--- config.mk ---
export PLATFORM = sky130hd
export DESIGN_NAME = uart_autobaud
export DESIGN_NICKNAME = d
export VERILOG_FILES = /design/src/rtl/uart_pkg.sv /design/src/rtl/rx_fall_sync.sv /design/src/rtl/uart_autobaud.sv
export SDC_FILE = /design/constraint.sdc
export NUM_CORES = 1
export LEC_CHECK = 0
export ABC_AREA = 1
export CAP_MARGIN = 0
export CORE_AREA = 5 5 177 179
export DETAILED_ROUTE_END_ITERATION = 16
export DIE_AREA = 0 0 182 184
export DONT_BUFFER_PORTS = 1
export PLACE_DENSITY = 0.68
export SLEW_MARGIN = 20
export SYNTH_ARGS = -nofsm -noshare
export SYNTH_HDL_FRONTEND = slang
export SYNTH_SLANG_ARGS = --single-unit
--- constraint.sdc ---
create_clock -name clk -period 4.2 [get_ports clk]
set_clock_uncertainty 0.15 [all_clocks]
set_input_delay 0.21 -clock clk [delete_from_list [all_inputs] [get_ports clk]]
set_output_delay 0.21 -clock clk [all_outputs]
set_load 0.03 [all_outputs]
--- src/rtl/uart_pkg.sv ---
// Shared UART definitions: auto-baud FSM states and 0x55 sync-measurement constants.
package uart_pkg;

  typedef enum logic [2:0] {
    IDLE,
    GUARD,
    WAIT_START,
    MEASURE,
    CALC,
    DONE
  } state_t;

  // A 0x55 frame yields five falling edges spanning 8 bit periods = 128 x16 ticks.
  localparam int SYNC_EDGES = 5;
  localparam int ROUND_ADD  = 64;
  localparam int DIV_SHIFT  = 7;

endpackage

--- src/rtl/rx_fall_sync.sv ---
// Two-flop synchronizer for the raw RX pin plus a one-cycle falling-edge strobe.
module rx_fall_sync (
  input  logic clk,
  input  logic rst_n,
  input  logic rx,
  output logic sample,
  output logic fall
);

  logic meta, sync, prev;

  // The line idles high, so reset to 1 to avoid a false edge on reset release.
  always_ff @(posedge clk or negedge rst_n) begin
    if (!rst_n) begin
      meta <= 1'b1;
      sync <= 1'b1;
      prev <= 1'b1;
    end else begin
      // NOTE: non-blocking assignments make each flop sample the previous stage's old value.
      meta <= rx;
      sync <= meta;
      prev <= sync;
    end
  end

  assign sample = sync;
  assign fall   = prev & ~sync;

endmodule

--- src/rtl/uart_autobaud.sv ---
// Auto-baud controller: times the falling edges of a 0x55 sync character and
// derives the x16 oversample divisor, holding the last good value meanwhile.
module uart_autobaud
  import uart_pkg::*;
#(
  parameter int CNT_W       = 20,
  parameter int DIV_W       = 12,
  parameter int DEFAULT_DIV = 175,
  parameter int GUARD_CYC   = 64
) (
  input  logic             clk,
  input  logic             rst_n,
  input  logic             rx,
  input  logic             start,
  input  logic             abort,
  output logic [DIV_W-1:0] divisor,
  output logic             div_valid,
  output logic             locked,
  output logic             err,
  output logic             busy
);

  localparam int GW   = $clog2(GUARD_CYC + 1);
  localparam int NIVL = SYNC_EDGES - 1;

  typedef logic [CNT_W-1:0] cnt_t;
  typedef logic [CNT_W:0]   wide_t;
  typedef logic [DIV_W-1:0] div_t;
  typedef logic [GW-1:0]    guard_t;

  localparam cnt_t CNT_MAX = '1;

  state_t state, state_nx;
  logic   sample, fall;
  guard_t guard_cnt;
  cnt_t   int_cnt;
  logic [2:0] edge_cnt;
  cnt_t   ivl [NIVL];
  cnt_t   total, diff;
  wide_t  quot;
  logic   tol_fail, div_zero, div_big;
  logic   start_ok, fail, success;

  rx_fall_sync u_rx_fall_sync (
    .clk    (clk),
    .rst_n  (rst_n),
    .rx     (rx),
    .sample (sample),
    .fall   (fall)
  );

  // ---------------------------------------------------------------------------
  // Measurement arithmetic: rounded divisor and interval consistency check.
  // ---------------------------------------------------------------------------
  always_comb begin
    // NOTE: every combinational output gets a default first so no path infers a latch.
    total    = '0;
    diff     = '0;
    tol_fail = 1'b0;
    for (int k = 0; k < NIVL; k++) begin
      total = total + ivl[k];
    end
    for (int k = 1; k < NIVL; k++) begin
      diff = (ivl[k] >= ivl[0]) ? ivl[k] - ivl[0] : ivl[0] - ivl[k];
      if (diff > (ivl[0] >> 2)) tol_fail = 1'b1;
    end
    quot     = ({1'b0, total} + wide_t'(ROUND_ADD)) >> DIV_SHIFT;
    div_zero = (quot == '0);
    div_big  = (quot > wide_t'((2 ** DIV_W) - 1));
  end

  // ---------------------------------------------------------------------------
  // Next-state logic; abort overrides everything, including a same-cycle start.
  // ---------------------------------------------------------------------------
  always_comb begin
    state_nx = state;
    start_ok = 1'b0;
    fail     = 1'b0;
    success  = 1'b0;
    if (abort) begin
      state_nx = IDLE;
    end else begin
      case (state)
        IDLE, DONE: begin
          if (start) begin
            state_nx = GUARD;
            start_ok = 1'b1;
          end
        end
        GUARD:      if (guard_cnt == guard_t'(GUARD_CYC)) state_nx = WAIT_START;
        WAIT_START: if (fall) state_nx = MEASURE;
        MEASURE: begin
          if (int_cnt == CNT_MAX) begin
            fail     = 1'b1;
            state_nx = IDLE;
          end else if (fall && edge_cnt == 3'(NIVL)) begin
            state_nx = CALC;
          end
        end
        CALC: begin
          if (tol_fail || div_zero || div_big) begin
            fail     = 1'b1;
            state_nx = IDLE;
          end else begin
            success  = 1'b1;
            state_nx = DONE;
          end
        end
        default: state_nx = IDLE;
      endcase
    end
  end

  // ---------------------------------------------------------------------------
  // Guard, interval and edge counters.
  // ---------------------------------------------------------------------------
  always_ff @(posedge clk or negedge rst_n) begin
    if (!rst_n) begin
      guard_cnt <= '0;
      int_cnt   <= '0;
      edge_cnt  <= '0;
    end else begin
      if (start_ok || !sample) begin
        guard_cnt <= '0;
      end else if (state == GUARD && guard_cnt != guard_t'(GUARD_CYC)) begin
        guard_cnt <= guard_cnt + guard_t'(1);
      end

      // Restarting at 1 makes the latched value equal the strobe-to-strobe distance.
      if (fall) begin
        int_cnt <= cnt_t'(1);
      end else if (state == MEASURE && int_cnt != CNT_MAX) begin
        int_cnt <= int_cnt + cnt_t'(1);
      end

      if (state == WAIT_START && fall) begin
        edge_cnt <= 3'd1;
      end else if (state == MEASURE && fall) begin
        edge_cnt <= edge_cnt + 3'd1;
      end
    end
  end

  // NOTE: the interval array needs no reset; all four entries are written before CALC reads them.
  always_ff @(posedge clk) begin
    if (state == MEASURE && fall) begin
      ivl[2'(edge_cnt - 3'd1)] <= int_cnt;
    end
  end

  // ---------------------------------------------------------------------------
  // State and output registers.
  // ---------------------------------------------------------------------------
  always_ff @(posedge clk or negedge rst_n) begin
    if (!rst_n) begin
      state     <= IDLE;
      divisor   <= div_t'(DEFAULT_DIV);
      div_valid <= 1'b0;
      locked    <= 1'b0;
      err       <= 1'b0;
    end else begin
      state     <= state_nx;
      div_valid <= success;
      err       <= fail;
      if (success) begin
        divisor <= div_t'(quot);
        locked  <= 1'b1;
      end else if (abort || start_ok || fail) begin
        locked  <= 1'b0;
      end
    end
  end

  assign busy = (state != IDLE) && (state != DONE);

endmodule

# After elaboration in Yosys (flattened, before gate mapping)
# Memory sizes are Yosys's and may differ from the RTL's.
# Cells that the tools add are included.
# op_classes
add_sub_neg	14
order_cmp	7
eq_ne	15
mux	34
n_bitwise	2
n_reduce_logical	21
# op_table
cell	count
$sub 20x20->20	6
$mux 20	5
$add 20x20->20	3
$ge 20x20->1	3
$gt 20x18->1	3
$mux 3	9
$add 20x7->21 const B	1
$logic_not 21->1	1
$add 20x1->20 const B	1
$eq 20x20->1 const B	1
$ne 20x20->1 const B	1
$mux 1	16
$pmux 3 s5	1
$gt 14x12->1 const B	1
$mux 7	2
$ne 3x3->1 const B	4
$eq 3x3->1 const B	3
$reduce_bool 2->1	4
$add 7x1->7 const B	1
$eq 7x7->1 const B	1
$ne 7x7->1 const B	1
$eq 3x2->1 const B	2
$logic_and 1x1->1	6
$logic_or 1x1->1	5
other kinds (12)	12
# totals
regBits	51
mem_bits_rw	80
in_bits	5
word_cells	105
mem_count	1
# mem_list
name	words	word_bits	read_ports	rd_clocked_by_memory_dff	write_ports	line	text
ivl	4	20	4	0	1	uart_autobaud.sv:38	cnt_t ivl [NIVL];

# Logic depth before layout (Yosys ltp)
# An unclocked memory read counts as a cell.
# logic_depth
ltp_word	15
ltp_mapped	37

# Cells and area by module
# Synthesis repeated with hierarchy kept, for this count alone.
# unflattened
hier_cells	2112
area_unflattened_um2	14964.4
# by_module_without_submodules
mod	instances	cells_each	area_per_inst_um2	seq_area_each_um2
uart_autobaud	1	2107	14875.5	3611.0
rx_fall_sync	1	5	88.8	78.8

# Least setup slack after synthesis
# No wires, ideal clock.
# synth_timing
path_type	reg2reg
start	mem ivl[0][1] in the netlist's numbering
end	reg divisor[10]
setup_time_ns	0.118
arrival_time_ns	4.125
required_ns	3.932
path_slack_ns	-0.193
path_stages_with_launch	28
period_less_slack_ns	4.393
path_cell_list	edfxtp_1 > inv_1 > fa_1 > inv_1 > o21ai_1 > nand3_1 > nand3_1 > nand2_1 > nand2_4 > inv_4 > clkbuf_1 > nand2_1 > o21ai_0 > xnor2_1 > inv_1 > ha_1 > nand2_1 > nor4_1 > nand2_1 > nand2_1 > nand3_1 > nor2_1 > nand4_1 > nor2_4 > nand4_4 > buf_8 > nand2_2 > nand2_1
# synth_lines
element	line	text
start: declaration	uart_autobaud.sv:38	
end signal: assignment	uart_autobaud.sv:157	divisor <= div_t'(DEFAULT_DIV);
end signal: assignment	uart_autobaud.sv:166	divisor <= div_t'(quot);
end: declaration	uart_autobaud.sv:16	output logic [DIV_W-1:0] divisor,

==> flow_metrics.tcl <==
set metrics [dict create \
    areaGrowthSynthToFinish_pct 40.6 \
    synth_edf_count 80 \
    synth_nets 2423 \
    via_per_inst 5.39 \
    clk_path_buf_depth 2 \
    die_w_um 182 \
    layout_commonest_cell "buf_4" \
    synth_area_per_cell_um2 7.07 \
    die-area_mm2 0.0335 \
    die_h_um 184 \
    drt_iter0_markers 1487 \
    max_stage_delay_ns 0.41 \
    holdWs_ns 0.0390 \
    vias 17100 \
    cts_made_buffers 17 \
    antenna_found_initial 3 \
    cts_root_buf "clkbuf_16" \
    outcome "finished, violations left" \
    fmax_mhz 202 \
    combinationalPowerShare_pct 34.6 \
    grt-ovfl-total 0 \
    drive_gt1_share_pct 31.3 \
    cp-start-kind "flip-flop" \
    min_path_type "primary input to flip-flop" \
    drc 0 \
    fin_nets 3009 \
    hold_violations 0 \
    seq_area_frac_synth_pct 24.0 \
    routedWlPerCell_um 19.1 \
    netSwitchingPower_mw 1.67 \
    post-route-min-period_ns 4.95 \
    power.internal_mw 2.84 \
    critical_path_class "flip-flop to flip-flop" \
    maxSlewHeadroom_pct 52.2 \
    p_leak_nw 11.4 \
    cp.arrival_ns 5.13 \
    clk_latency_ns 0.43 \
    critPathMaxFanout 7 \
    fin_tns_setup_ns -11.92 \
    peakVddDrop_mv 0.298 \
    routed_wl_mm 60.6 \
    place.gp.congestion 1.08 \
    fillers 2348 \
    grt_max_degree 52 \
    cts_tree "done" \
    tightest_slew_ns 0.716 \
    power_density_mw_per_mm2 209 \
    slew_viol_final 0 \
    first_global_vias 17000 \
    violations "negative setup slack" \
    io_buffers 0 \
    cp_slowest_cell "fa_2" \
    ys_types 62 \
    synth_seq_cells 131 \
    cp.required_ns 4.38 \
    row_count 63 \
    start_util_pct 52.3 \
    grt_usage_pct 35.4 \
    seqPwrFrac_pct 32.9 \
    clockPowerShare_pct 32.6 \
    setup_viol 17 \
    rsz0062_at_grt "true" \
    synthArstFlopShare_pct 38.9 \
    ant_nets 0 \
    ys_warn_count 0 \
    core-area_mm2 0.0294 \
    fin_ws_ns -0.753 \
    end_kind "flip-flop" \
    syn_area_mm2 0.0154 \
    clk_transition_reported_paths_ns 0.07 \
    ios 21 \
    synth_ff_type "edfxtp_1" \
    maxCapViolations 0 \
    cts-htree-levels 4 \
    hpwl_mm 49.6 \
    dr.pass1.iters 7 \
    grt_pass1_wl_mm 91.9 \
    cts_sinks 131 \
    p_sw_share_pct 37.0 \
    synthCells 2177 \
    layout_common_cells "buf_4 (565), nand2_1 (561), inv_1 (378), ha_1 (163), a21oi_1 (139)" \
    fin_crit_sh_pct 118 \
    fin_util_pct 73.6 \
]
## synth_stat cells, drive strengths merged (2+ instances only)
cell     count  share of area [%]
mux2i       12               0.78
o211ai       3               0.15
a21o         6               0.29
a31o         3               0.17
o22ai        3               0.12
nor4        10               0.41
o221ai       2               0.11
dfrtp       42                6.8
or2          2              0.081
inv        408                 10
o21ai       93                3.0
o2111ai      3               0.17
a21boi       5               0.24
o21a         5               0.24
nand2      624                 16
a221oi       3               0.17
a21oi      163                5.4
nor3        22               0.79
nand3      102                3.5
ha         198                 16
o21bai      21                1.0
nor2       167                4.6
buf         11               0.47
a31oi        2              0.081
nand4       46                2.0
a211oi      10               0.49
xnor2       24                1.4
edfxtp      80                 16
dfstp        9                1.5
o31ai        2              0.098
fa          43                5.6
xor2        32                1.8
clkbuf       8               0.20
## power groups by stage
stage | Sequential (mW) | Combinational, mW | Clock (mW)
6_report | 1.48 | 1.56 | 1.47
2_1_floorplan | 1.47 | 0.859 | 0
3_3_place_gp | 1.51 | 1.36 | 0
4_1_cts | 1.48 | 1.46 | 1.47
5_1_grt | 1.49 | 1.73 | 1.54
3_5_place_dp | 1.51 | 1.39 | 0
## sequential cells by signal, summed over array words and instances (netlist names)
name / count
ivl: 80
int_cnt: 20
divisor: 12
guard_cnt: 7
edge_cnt: 3
state: 3
div_valid: 1
err: 1
locked: 1
u_rx_fall_sync.meta: 1
u_rx_fall_sync.prev: 1
u_rx_fall_sync.sample: 1
## critical path: cells and delay by family, from the launching register on
family	cells	cell delay, ns
and+or+nand+nor	12	1.72
buffers and inverters	9	0.85
adders and majority gates	3	0.83
AOI/OAI and AO/OA	6	0.72
xor gates and xnor gates	1	0.16
DFF	1	0.40
## timing repair
action / CTS / global route
hold endpoints to repair: 56 / 0
hold buffers: 5 / 0
gates cloned: 1 / 0
setup endpoints to repair: 17 / 17
buffers inserted: 22 / 21
gates resized for setup: 77 / 130
pin swaps: 30 / 49
## logic make-up after synthesis
| kind of cell | count (synthesis) | share of synthesized area, % |
|---|---|---|
| buffers and inverters | 428 | 10.7 |
| flip-flops | 131 | 24.0 |
| adder cells (fa/ha/maj) | 241 | 21.7 |
| AO/OA/AOI/OAI | 329 | 12.1 |
| multiplexers | 12 | 0.781 |
| AND/OR/NAND/NOR | 980 | 27.6 |
| XOR/XNOR | 56 | 3.19 |
## stage by stage
step / instance area (um2) / power [mW] / cells / setup slack [ns]
2_1_floorplan: 15400 / 2.33 / 2177 / 0.0102
3_3_place_gp: 19900 / 2.87 / 3086 / -0.863
3_5_place_dp: 19900 / 2.90 / 3086 / -0.861
4_1_cts: 21000 / 4.41 / 3146 / -0.567
5_1_grt: 21600 / 4.76 / 3166 / -0.946
6_report: 21600 / 4.51 / 3168 / -0.753
## path summary, 6_finish.rpt
check / from / endpoint / slack [ns] / depth (start not counted)
min: start / state[1] / 0.04 / 3
max reg2reg: ivl[0][0] / divisor[6] / -0.75 / 31
max: ivl[0][0] / divisor[6] / -0.75 / 31
min reg2reg: u_rx_fall_sync.meta / u_rx_fall_sync.sample / 0.21 / 0
max in group asynchronous: rst_n / u_rx_fall_sync.meta / 3.47 / 2
min in group asynchronous: rst_n / guard_cnt[6] / 0.14 / 2
## final cells by class
| cell class | count | area (um2) | share of cell area (%) |
|---|---|---|---|
| Multi-Input combinational cell | 1619 | 10800 | 50.2 |
| Tap cell | 390 | 488 | 2.26 |
| Sequential cell | 131 | 3690 | 17.1 |
| Clock buffer | 17 | 425 | 1.97 |
| Clock inverter | 15 | 133 | 0.613 |
| Timing Repair Buffer | 585 | 4500 | 20.8 |
| Inverter | 409 | 1540 | 7.14 |
| Antenna cell | 2 | 5.00 | 0.0231 |
## layer usage
metal	vias to the layer above	wire length, um	GRT usage [%]
li1	8195	-	-
met3	202	5610	8.05
met1	7935	24400	44.9
met4	10	2990	15.5
met5	-	106	0
met2	738	27400	58.2
No activity file was read; power rests on OpenSTA's default activity.
